<file path="config.mk">
export PLATFORM = sky130hd
export DESIGN_NAME = dram_cas_control
export DESIGN_NICKNAME = d
export VERILOG_FILES = /design/src/rtl/dram_cas_control.sv
export SDC_FILE = /design/constraint.sdc
export NUM_CORES = 1
export LEC_CHECK = 0
export BUFFER_PORTS_ARGS = -buffer_cell sky130_fd_sc_hd__buf_4
export CAP_MARGIN = 20
export CORE_MARGIN = 2
export CORE_UTILIZATION = 35
export DETAILED_ROUTE_END_ITERATION = 12
export PLACE_DENSITY_LB_ADDON = 0.08
export SLEW_MARGIN = 20
export SYNTH_ARGS = -nofsm -noshare
export SYNTH_HDL_FRONTEND = slang
export SYNTH_SLANG_ARGS = --single-unit
</file>
<file path="constraint.sdc">
create_clock -name clk -period 1.8 [get_ports clk]
set_input_delay 0.36 -clock clk [delete_from_list [all_inputs] [get_ports clk]]
set_output_delay 0.36 -clock clk [all_outputs]
set_load 0.1 [all_outputs]
</file>
<file path="src/rtl/dram_cas_control.sv">
// CAS-side controller for 4164 DRAMs: row hold, column select, CAS/WE timing, RAS-only refresh and precharge.
// DRAM_INPUT_SYNC_EN selects a two-flop synchronizer per async input instead of a single register stage.
module dram_cas_control #(
  parameter int unsigned ROW_HOLD_CYCLES  = 2,
  parameter int unsigned PRECHARGE_CYCLES = 2
) (
  input  logic        clk,
  input  logic        rst,
  input  logic        nras,
  input  logic        mux,
  input  logic        nrfshd,
  input  logic        nrd,
  input  logic        nwr,
  input  logic [15:0] a,
  output logic [7:0]  ma,
  output logic        ncas,
  output logic        nwe
);

  localparam logic [2:0] ST_IDLE = 3'd0;
  localparam logic [2:0] ST_ROW  = 3'd1;
  localparam logic [2:0] ST_COL  = 3'd2;
  localparam logic [2:0] ST_CAS  = 3'd3;
  localparam logic [2:0] ST_RFSH = 3'd4;
  localparam logic [2:0] ST_PRE  = 3'd5;

  localparam logic [3:0] ROW_LOAD = 4'(ROW_HOLD_CYCLES - 1);
  localparam logic [3:0] PRE_LOAD = 4'(PRECHARGE_CYCLES - 1);

  // Bit order {mux, nras, nrfshd, nrd, nwr}; reset leaves every strobe inactive.
  localparam logic [4:0] SYNC_RST = 5'b0_1111;

  logic [4:0] sync_d;
  logic [4:0] sync_q;

  always_comb begin
    sync_d = {mux, nras, nrfshd, nrd, nwr};
  end

`ifdef DRAM_INPUT_SYNC_EN
  logic [4:0] meta_q;

  always_ff @(posedge clk) begin
    if (rst) begin
      meta_q <= SYNC_RST;
      sync_q <= SYNC_RST;
    end else begin
      meta_q <= sync_d;
      sync_q <= meta_q;
    end
  end
`else
  always_ff @(posedge clk) begin
    if (rst) begin
      sync_q <= SYNC_RST;
    end else begin
      sync_q <= sync_d;
    end
  end
`endif

  logic mux_s, nras_s, nrfshd_s, nrd_s, nwr_s;

  always_comb begin
    {mux_s, nras_s, nrfshd_s, nrd_s, nwr_s} = sync_q;
  end

  logic [2:0] state_d, state_q;
  logic [3:0] cnt_d, cnt_q;
  logic       ncas_d, ncas_q;
  logic       nwe_d, nwe_q;
  logic       sel_col_d, sel_col_q;

  always_comb begin
    state_d   = state_q;
    cnt_d     = cnt_q;
    ncas_d    = ncas_q;
    nwe_d     = nwe_q;
    sel_col_d = sel_col_q;

    case (state_q)
      ST_IDLE: begin
        ncas_d    = 1'b1;
        nwe_d     = 1'b1;
        sel_col_d = 1'b0;
        if (!nras_s) begin
          if (!nrfshd_s) begin
            state_d = ST_RFSH;
          end else begin
            state_d = ST_ROW;
            cnt_d   = ROW_LOAD;
          end
        end
      end

      ST_ROW: begin
        if (nras_s) begin
          state_d   = ST_PRE;
          cnt_d     = PRE_LOAD;
          ncas_d    = 1'b1;
          nwe_d     = 1'b1;
          sel_col_d = 1'b0;
        end else if (cnt_q == 4'd0) begin
          if (mux_s) begin
            state_d   = ST_COL;
            sel_col_d = 1'b1;
          end
        end else begin
          cnt_d = cnt_q - 4'd1;
        end
      end

      ST_COL: begin
        if (nras_s) begin
          state_d   = ST_PRE;
          cnt_d     = PRE_LOAD;
          ncas_d    = 1'b1;
          nwe_d     = 1'b1;
          sel_col_d = 1'b0;
        end else if (!nrd_s || !nwr_s) begin
          // WE is latched with CAS, so a write is always an early write.
          state_d = ST_CAS;
          ncas_d  = 1'b0;
          nwe_d   = nwr_s;
        end
      end

      ST_CAS, ST_RFSH: begin
        if (nras_s) begin
          state_d   = ST_PRE;
          cnt_d     = PRE_LOAD;
          ncas_d    = 1'b1;
          nwe_d     = 1'b1;
          sel_col_d = 1'b0;
        end
      end

      ST_PRE: begin
        if (cnt_q == 4'd0) begin
          // A RAS that arrived during precharge is picked up here rather than lost.
          if (!nras_s) begin
            if (!nrfshd_s) begin
              state_d = ST_RFSH;
            end else begin
              state_d = ST_ROW;
              cnt_d   = ROW_LOAD;
            end
          end else begin
            state_d = ST_IDLE;
          end
        end else begin
          cnt_d = cnt_q - 4'd1;
        end
      end

      default: begin
        state_d   = ST_IDLE;
        cnt_d     = 4'd0;
        ncas_d    = 1'b1;
        nwe_d     = 1'b1;
        sel_col_d = 1'b0;
      end
    endcase
  end

  always_ff @(posedge clk) begin
    if (rst) begin
      state_q   <= ST_IDLE;
      cnt_q     <= 4'd0;
      ncas_q    <= 1'b1;
      nwe_q     <= 1'b1;
      sel_col_q <= 1'b0;
    end else begin
      state_q   <= state_d;
      cnt_q     <= cnt_d;
      ncas_q    <= ncas_d;
      nwe_q     <= nwe_d;
      sel_col_q <= sel_col_d;
    end
  end

  assign ma   = sel_col_q ? a[15:8] : a[7:0];
  assign ncas = ncas_q;
  assign nwe  = nwe_q;

endmodule

</file>
==> results.toml <==
[synth]
synth.top_cell.area_share_pct = 24.92
yosys-top-cells-area = "dfxtp_1 25%, mux2_2 7.5%, buf_6 5.6%, a31oi_1 3.6%, or2_2 3.1%"
ys.warnings.count = 0
synth.distinct_cells = 54
yosysTopAreaCell = "dfxtp_1"
ys_seq_elements = 15
syn_nets = 158
syn-instance-count = 134
synth_commonest_cells = "15 x dfxtp_1, 8 x mux2_2"
syn_area_per_cell_sq_um = 8.992
synthArstFlopShare_pct = 0
syn-cell-area_sq_mm = 0.001205
ys_seq_area_share_pct = 24.92
synthFlopType = "dfxtp_1"
synth_edf_count = 0
yosysMostFrequentCell = "dfxtp_1"

[place]
io_buffers = 32
hpwl_microns = 2365
gp_congestion = 0.8617
dpl_cell_area_sq_mm = 0.001470

[worst_setup_path]
path_cells = "mux2_2 -> buf_4"
cp-end-kind = "output port"
start_kind = "register"
path_buf_inv = 1
slowest_stage = "dfxtp_2"
cp.required_ns = 1.44
cp_top_family = "flip-flops"
crit_fanout = 9
max_stage_delay_ns = 0.45
critPathKind = "reg -> out"
crit_arrival_ns = 1.33

[clock_tree]
cts_buffer_depth = 2
cts_root_buffer = "clkbuf_4"
ctsHoldBuffers = 0
clkSlewWorstSetupHoldPaths_ns = 0.10
cts_buffers = 3
clock_sinks = 15
clkLatencyLatePin_ns = 0.30
cts_tree = "yes"
htreeDepth = 1

[sta]
whs_ns = 0.2348
clock_skew_ns = 0.01041
setup_tns_ns = 0
finalSetupViolCount = 0
fmax_ghz = 0.5906
maxSlewViolCount = 0
relSlewSlack_pct = 69.45
finalHoldViolations = 0
worst_pin_slew_ns = 0.4576
rsz0062_at_grt = "false"
period_share_pct = 94.06
period_needed_ns = 1.693

[routing]
first_pass_iters = 4
drt_iter0_drc = 61
drcViolationCount = 0
wl_per_cell_microns = 14.23
vias_per_cell = 5.344
dr_total_vias = 1149
ant_nets = 0
finalWirelength_microns = 3059

[global_route]
grt_first_pass_wirelength_microns = 5133
antenna_found_initial = 0
grt_max_degree = 15
grt.overflow.total = 0
grt_use_total_pct = 16.00
grt_pass1_vias = 1118

[floorplanning]
die_h_microns = 62.68
rows = 21
initial_utilization_pct = 36.39
die_area_sq_mm = 0.003928
ios = 33
core-area_sq_mm = 0.003311
die_width_microns = 62.68

[final_layout]
final_core_util_pct = 45.35
fin_nets = 194
drive_gt1_share_pct = 44.97
syn2layout_area_growth_pct = 24.61
finalInstanceArea_sq_mm = 0.001501
antenna_cells = 0

[power]
p_per_area_mw_per_mm2 = 1319
p_total_uw = 1980
p_leak_uw = 0.0005965
peakVddDrop_mv = 0.5044

[status]
outcome = "complete, no violations"

[worst_hold_path]
hold_path_class = "in -> reg"

[run]
maxCapViolCount = 0
==> routing by layer <==
layer / track usage [%] / vias up / share of wire (%)
li1: - / 569 / -
met1: 21.41 / 551 / 46
met2: 27.02 / 25 / 49
met3: 1.622 / 4 / 4.1
met4: 5.000 / 0 / 0.85
met5: 0 / - / 0
==> sequential cells by signal, indices dropped and copies added, names as in the netlist <==
name       cells
sel_col_q      1
cnt_q          4
ncas           1
nwe            1
sync_q         5
state_q        3
==> what timing repair did <==
action / CTS / global route
setup endpoints to repair: 8 / 2
buffers inserted: 0 / 0
resized for setup: 1 / 2
==> final timing paths <==
check                          from               endpoint  slack (ns)  cells after the start
max reg2reg   cnt_q[0]$_SDFFE_PP0P_  cnt_q[0]$_SDFFE_PP0P_        0.13                      6
min                          nrfshd   sync_q[2]$_SDFF_PP1_        0.23                      2
max          sel_col_q$_SDFFE_PP0P_                  ma[6]        0.11                      2
min reg2reg       ncas$_SDFFE_PP1P_      ncas$_SDFFE_PP1P_        0.45                      2
==> power by group <==
part / switching [uW] / leakage [uW] / internal [uW] / total, uW
clock: 121 / 0.0000177 / 82.8 / 204
combinational: 718 / 0.000454 / 543 / 1260
sequential: 118 / 0.000125 / 397 / 515
==> metrics by stage <==
step | setup slack [ns] | instances
global route | 0.003077 | 215
CTS | 0.09468 | 215
global placement | 0.1225 | 211
finish | 0.1069 | 215
detailed placement | 0.1239 | 211
floorplan | 0.2698 | 134
==> placed cells by master, fill, tap and decap left out, types with 2 or more instances in the layout <==
master and instances:
and2b_1 2, clkbuf_4 3, buf_4 41, nand2_1 7
a21oi_1 6, nor2b_1 4, nand3_1 2, and2b_2 2
nand2b_4 2, mux2_2 8, nor2_1 7, dfxtp_2 3
nor3_1 5, a31oi_1 7, o21ai_1 3, or2_2 6
inv_1 7, o21a_1 3, nand2b_1 5, dfxtp_1 12
==> layout make-up <==
class	instances	area (sq um)
Sequential cell	15	304.0
Multi-Input combinational cell	102	778.2
Clock buffer	3	22.52
Timing Repair Buffer	41	307.8
Tap cell	46	57.56
Inverter	7	26.28
Fill cell	362	1809
Clock inverter	1	5.005
==> cell families after synthesis <==
| family | count (synthesis) | share of synthesized area [%] |
|---|---|---|
| simple gates | 50 | 26.27 |
| compound gates | 42 | 28.97 |
| buf+inv | 17 | 10.49 |
| flops | 15 | 24.92 |
| mux | 9 | 8.308 |
| fa+ha+maj | 1 | 1.038 |
No activity file was read; power rests on OpenSTA's default activity.
